### src/rtl/entrada_decimal.sv
// Operator decimal entry: debounced keys build a 32-bit binary value (acc*10 + digit)
// that is handed to the CPU IN instruction through a req/pronto/ack handshake.
module entrada_decimal #(
  parameter int DEBOUNCE_CICLOS   = 50000,
  parameter bit BOTAO_ATIVO_BAIXO = 1'b1,
  parameter int MAX_DIGITOS       = 5
) (
  input  logic        clock,
  input  logic        reset,
  input  logic [3:0]  chaves,
  input  logic        btn_digito,
  input  logic        btn_enter,
  input  logic        btn_limpa,
  input  logic        req,
  input  logic        ack,
  output logic [31:0] valor,
  output logic        pronto,
  output logic        aguardando,
  output logic [31:0] parcial
);

  localparam int            CW       = $clog2(DEBOUNCE_CICLOS + 1);
  localparam logic [CW-1:0] CNT_MAX  = CW'(DEBOUNCE_CICLOS);
  localparam logic [3:0]    NDIG_MAX = 4'(MAX_DIGITOS);

  typedef enum logic [1:0] {IDLE, ENTRADA, PRONTO} estado_t;

  function automatic logic [31:0] mul10_soma(input logic [31:0] a, input logic [3:0] d);
    return (a << 3) + (a << 1) + {28'd0, d};
  endfunction

  // Button bit order everywhere: {limpa, enter, digito}
  logic [2:0]    btn_raw;
  logic [2:0]    sinc_p0, sinc_p1;
  logic [2:0]    nivel, estavel, pulso;
  logic [CW-1:0] cnt [3];
  logic [3:0]    chv_p0, chv_p1;

  estado_t     estado, estado_n;
  logic [31:0] acc, acc_n, valor_n;
  logic [3:0]  ndig, ndig_n;
  logic        pronto_n;

  assign btn_raw = {btn_limpa, btn_enter, btn_digito} ^ {3{BOTAO_ATIVO_BAIXO}};

  // Stage p0/p1: two-flop synchronizers, then per-button debounce counters
  always_ff @(posedge clock or posedge reset) begin
    if (reset) begin
      sinc_p0 <= '0;
      sinc_p1 <= '0;
      chv_p0  <= '0;
      chv_p1  <= '0;
      nivel   <= '0;
      estavel <= '0;
      for (int i = 0; i < 3; i++) cnt[i] <= '0;
    end else begin
      sinc_p0 <= btn_raw;
      sinc_p1 <= sinc_p0;
      chv_p0  <= chaves;
      chv_p1  <= chv_p0;
      for (int i = 0; i < 3; i++) begin
        if (sinc_p1[i] != nivel[i]) begin
          nivel[i] <= sinc_p1[i];
          cnt[i]   <= CW'(1);
        end else if (cnt[i] != CNT_MAX) begin
          cnt[i] <= cnt[i] + 1'b1;
        end
        if (cnt[i] == CNT_MAX) estavel[i] <= nivel[i];
      end
    end
  end

  // Pulse fires in the cycle the pressed level is first accepted, before estavel follows it
  always_comb begin
    pulso = '0;
    for (int i = 0; i < 3; i++)
      pulso[i] = nivel[i] & ~estavel[i] & (cnt[i] == CNT_MAX);
  end

  always_comb begin
    estado_n = estado;
    acc_n    = acc;
    ndig_n   = ndig;
    valor_n  = valor;
    pronto_n = pronto;
    case (estado)
      IDLE: begin
        if (req) begin
          estado_n = ENTRADA;
          acc_n    = '0;
          ndig_n   = '0;
        end
      end
      ENTRADA: begin
        if (!req) begin
          estado_n = IDLE;
          acc_n    = '0;
          ndig_n   = '0;
        end else if (pulso[2]) begin
          acc_n  = '0;
          ndig_n = '0;
        end else if (pulso[1]) begin
          valor_n  = acc;
          pronto_n = 1'b1;
          estado_n = PRONTO;
        end else if (pulso[0] && chv_p1 <= 4'd9 && ndig < NDIG_MAX) begin
          acc_n  = mul10_soma(acc, chv_p1);
          ndig_n = ndig + 4'd1;
        end
      end
      PRONTO: begin
        if (ack) begin
          pronto_n = 1'b0;
          acc_n    = '0;
          ndig_n   = '0;
          estado_n = IDLE;
        end
      end
      default: estado_n = IDLE;
    endcase
  end

  // Stage p2: FSM state, accumulator and handshake registers
  always_ff @(posedge clock or posedge reset) begin
    if (reset) begin
      estado <= IDLE;
      acc    <= '0;
      ndig   <= '0;
      valor  <= '0;
      pronto <= 1'b0;
    end else begin
      estado <= estado_n;
      acc    <= acc_n;
      ndig   <= ndig_n;
      valor  <= valor_n;
      pronto <= pronto_n;
    end
  end

  assign parcial    = acc;
  assign aguardando = (estado == ENTRADA);

endmodule
### config.mk
export PLATFORM = sky130hd
export DESIGN_NAME = entrada_decimal
export DESIGN_NICKNAME = d
export VERILOG_FILES = /design/src/rtl/entrada_decimal.sv
export SDC_FILE = /design/constraint.sdc
export NUM_CORES = 1
export LEC_CHECK = 0
export ABC_AREA = 0
export ABC_CLOCK_PERIOD_IN_PS = 4500
export CAP_MARGIN = 20
export CORE_MARGIN = 2
export CORE_UTILIZATION = 40
export CTS_CLUSTER_SIZE = 28
export DETAILED_ROUTE_END_ITERATION = 8
export GPL_TIMING_DRIVEN = 0
export PLACE_DENSITY = 0.69
export SLEW_MARGIN = 10
export SYNTH_ARGS = -nofsm -noshare
export SYNTH_HDL_FRONTEND = slang
export SYNTH_SLANG_ARGS = --single-unit
### constraint.sdc
create_clock -name clock -period 4.5 [get_ports clock]
set_input_delay 0.675 -clock clock [delete_from_list [all_inputs] [get_ports clock]]
set_output_delay 0.675 -clock clock [all_outputs]
set_load 0.01 [all_outputs]
==> results.yml <==
run_status:
  status: "complete, no violations"
timing:
  min_period_ps: 3360
  finalClockSkew_ps: 7.61
  relSlewSlack: 0.456
  grt_setup_unrepaired: "no"
  min_period_over_period: 0.746
  worst_pin_slew_ps: 810
  fmax_ghz: 0.298
  setup_viol: 0
  finalHoldViolCount: 0
  hold_ws_ps: 348
  drv_slew: 0
yosys:
  syn_avg_cell_area_um2: 9.44
  syn_inst: 828
  synthSimpleGateAreaFrac: 0.202
  ys_ff_latch: 139
  netlist_area_um2: 7810
  seq_area_frac_synth: 0.445
  syn_nets: 907
  synth-xor-area-share: 0.0695
  yosysTopAreaCellShare: 0.445
  synth_compound_area_frac: 0.136
  synthMuxAreaShare: 0.00416
  synth-edff-count: 0
  synth_cell_types: 63
  synth_top_family_by_area: "simple AND/OR/NAND/NOR gates"
  synth_fa_ha_area_frac: 0.111
  yosys.area.top_type: "dfrtp_1"
  yosysWarnings: 0
  async_flop_share: 1.00
  ys.flop_type: "dfrtp_1"
  ys_top_cells_by_area: "dfrtp_1 45%, ha_1 11%, nand2_1 7.6%"
floorplan:
  design.portCount: 77
  start_util: 0.404
  dieArea_um2: 20700
  core_um2: 19300
  rows: 51
  die_width_um: 144
  die_h_um: 144
route:
  drc: 0
  finalWirelength_um: 18100
  ant_nets: 0
  vias_per_cell: 5.12
  drt_iter0_markers: 294
  via_count: 6156
  wl_per_cell_um: 15.0
  drtPass1Iterations: 4
global_routing:
  grtUsageMet2: 0.318
  grt_use_met3: 0.0383
  gr-max-usage-layer: "met2"
  grt_max_degree: 82
  met1_usage: 0.245
  antenna_found_initial: 0
  grtUsageTotal: 0.191
  gr-total-overflow: 0
  grt_pass1_wl_um: 31000
  grt_pass1_vias: 6264
critical_path:
  end_kind: "flip-flop"
  critPathLaunchType: "flip-flop"
  cp.arrival_ps: 3640
  path_class: "flip-flop to flip-flop"
  crit_required_ps: 4790
  cp_max_fo: 4
cts:
  postCtsHoldBufs: 0
  cts_post_setup_buffers_inserted: 0
  cts_max_level: 4
  numCtsBuffers: 17
  cts_tree: "yes"
  cts-root-buf: "clkbuf_16"
  clk_latency_ps: 430
  cts_resized: 0
  clkSinkCount: 139
  clkTransAtPathRegs_ps: 60
  clock_path_buffers: 2
place:
  gp_congestion: 0.907
  hpwl_um: 12900
  io_buffers: 76
finish:
  utilization: 0.493
  diodes: 0
  drive_gt1_frac: 0.0651
  area_growth_pct: 21.9
  fill_cells: 1786
  finalNetCount: 1003
power:
  max-vdd-ir-drop_mv: 0.258
  powerDensity_nw_per_um2: 299
  leakagePower_nw: 4.44
hold_path:
  hp-class: "flip-flop to flip-flop"
job:
  maxCapViolations: 0
==> cells in the mapped netlist (3+ instances only) <==
cell,instances
xor2_1,36
o21a_1,3
a22o_1,6
nand2b_1,11
nand3b_1,7
and2_1,3
o31ai_2,5
nand2_1,158
or3_1,12
nor3_1,9
dfrtp_1,139
nor2b_1,7
and3_1,7
o21ai_0,51
inv_1,31
nand4_1,16
nor2_1,57
o21ai_1,6
a21oi_1,53
clkbuf_1,18
o21bai_1,3
xnor2_1,26
o211ai_1,5
a21o_1,9
buf_4,3
ha_1,66
buf_2,5
a31oi_1,3
o31a_1,3
and3b_1,4
nand3_1,22
==> routing by layer <==
layer	share of wire	wire (um)
met1	0.47	8470
met2	0.48	8720
met3	0.029	533
met4	0.020	364
met5	0	0
==> per-stage QoR <==
stage	power [W]	setup WS [ps]	setup TNS (ps)	instances	cell area (um2)
floorplan	0.00143	100	0	828	7810
global placement	0.00147	-1980	-273280	1169	8910
detailed placement	0.00148	1270	0	1170	8940
CTS	0.00287	1200	0	1202	9530
global route	0.00296	915	0	1202	9530
finish	0.00284	1140	0	1202	9530
==> power by group <==
group | total [W] | switching, W | internal, W | leakage (nW)
clock | 0.00139 | 0.000560 | 0.000831 | 0.279
sequential | 0.00130 | 0.0000254 | 0.00128 | 1.89
combinational | 0.000151 | 0.0000961 | 0.0000546 | 2.27
total | 0.00284 | 0.000682 | 0.00216 | 4.44
==> critical path, cell delays in order (launching register included) <==
cell,delay [ps]
dfrtp_1,400
inv_1,90
fa_1,550
inv_1,70
fa_1,460
a21o_1,220
a31oi_1,300
o32a_1,320
nand2_1,170
a41oi_1,360
xor2_1,170
o21ai_0,90
==> final timing paths <==
check	start	endpoint	slack [ps]	cells past startpoint
setup / recovery	parcial[0]$_DFFE_PP0P_	parcial[22]$_DFFE_PP0P_	1140	11
hold / removal	chv_p0[3]$_DFF_PP0_	chv_p1[3]$_DFF_PP0_	350	0
setup reg to reg	parcial[0]$_DFFE_PP0P_	parcial[22]$_DFFE_PP0P_	1140	11
hold reg to reg	chv_p0[3]$_DFF_PP0_	chv_p1[3]$_DFF_PP0_	350	0
max in group asynchronous	reset	parcial[20]$_DFFE_PP0P_	3100	3
min in group asynchronous	reset	cnt[41]$_DFFE_PP0P_	670	2
==> logic make-up (layout without fill, tap and decap cells) <==
kind of cell             after synthesis  count (layout)
multiplexers                           3               3
AO/OA/AOI/OAI                        167             167
XOR/XNOR                              62              62
AND/OR/NAND/NOR                      329             329
flip-flops                           139             139
buffers and inverters                 60             169
adder cells (fa/ha/maj)               68              68
==> layout by cell type, fill, tap and decap left out, types with 17 or more instances in the layout <==
cell type | netlist | final
dfrtp_1 | 139 | 139
nand3_1 | 22 | 22
clkdlybuf4s50_1 | 0 | 76
nor2_1 | 57 | 57
clkbuf_1 | 18 | 18
nand2_1 | 158 | 158
xor2_1 | 36 | 36
o21ai_0 | 51 | 51
a21oi_1 | 53 | 53
clkbuf_16 | 0 | 17
ha_1 | 66 | 66
xnor2_1 | 26 | 26
inv_1 | 31 | 30
==> state kept, by name (all words and copies together) (netlist names) <==
register	cells
valor	32
estado	2
chv_p1	4
parcial	32
cnt	48
sinc_p0	3
nivel	3
sinc_p1	3
ndig	4
chv_p0	4
pronto	1
estavel	3
==> cell type report <==
class	count	area (um2)	area share
flip-flops and latches	139	3480	0.365
clock buffers	18	439	0.0461
well taps	265	332	0.0348
multi-input cells	629	4080	0.428
repair buffers	77	788	0.0828
inverters	31	124	0.0130
clock inverters	14	145	0.0152
plain buffers	29	141	0.0148
No activity file was read; power rests on OpenSTA's default activity.
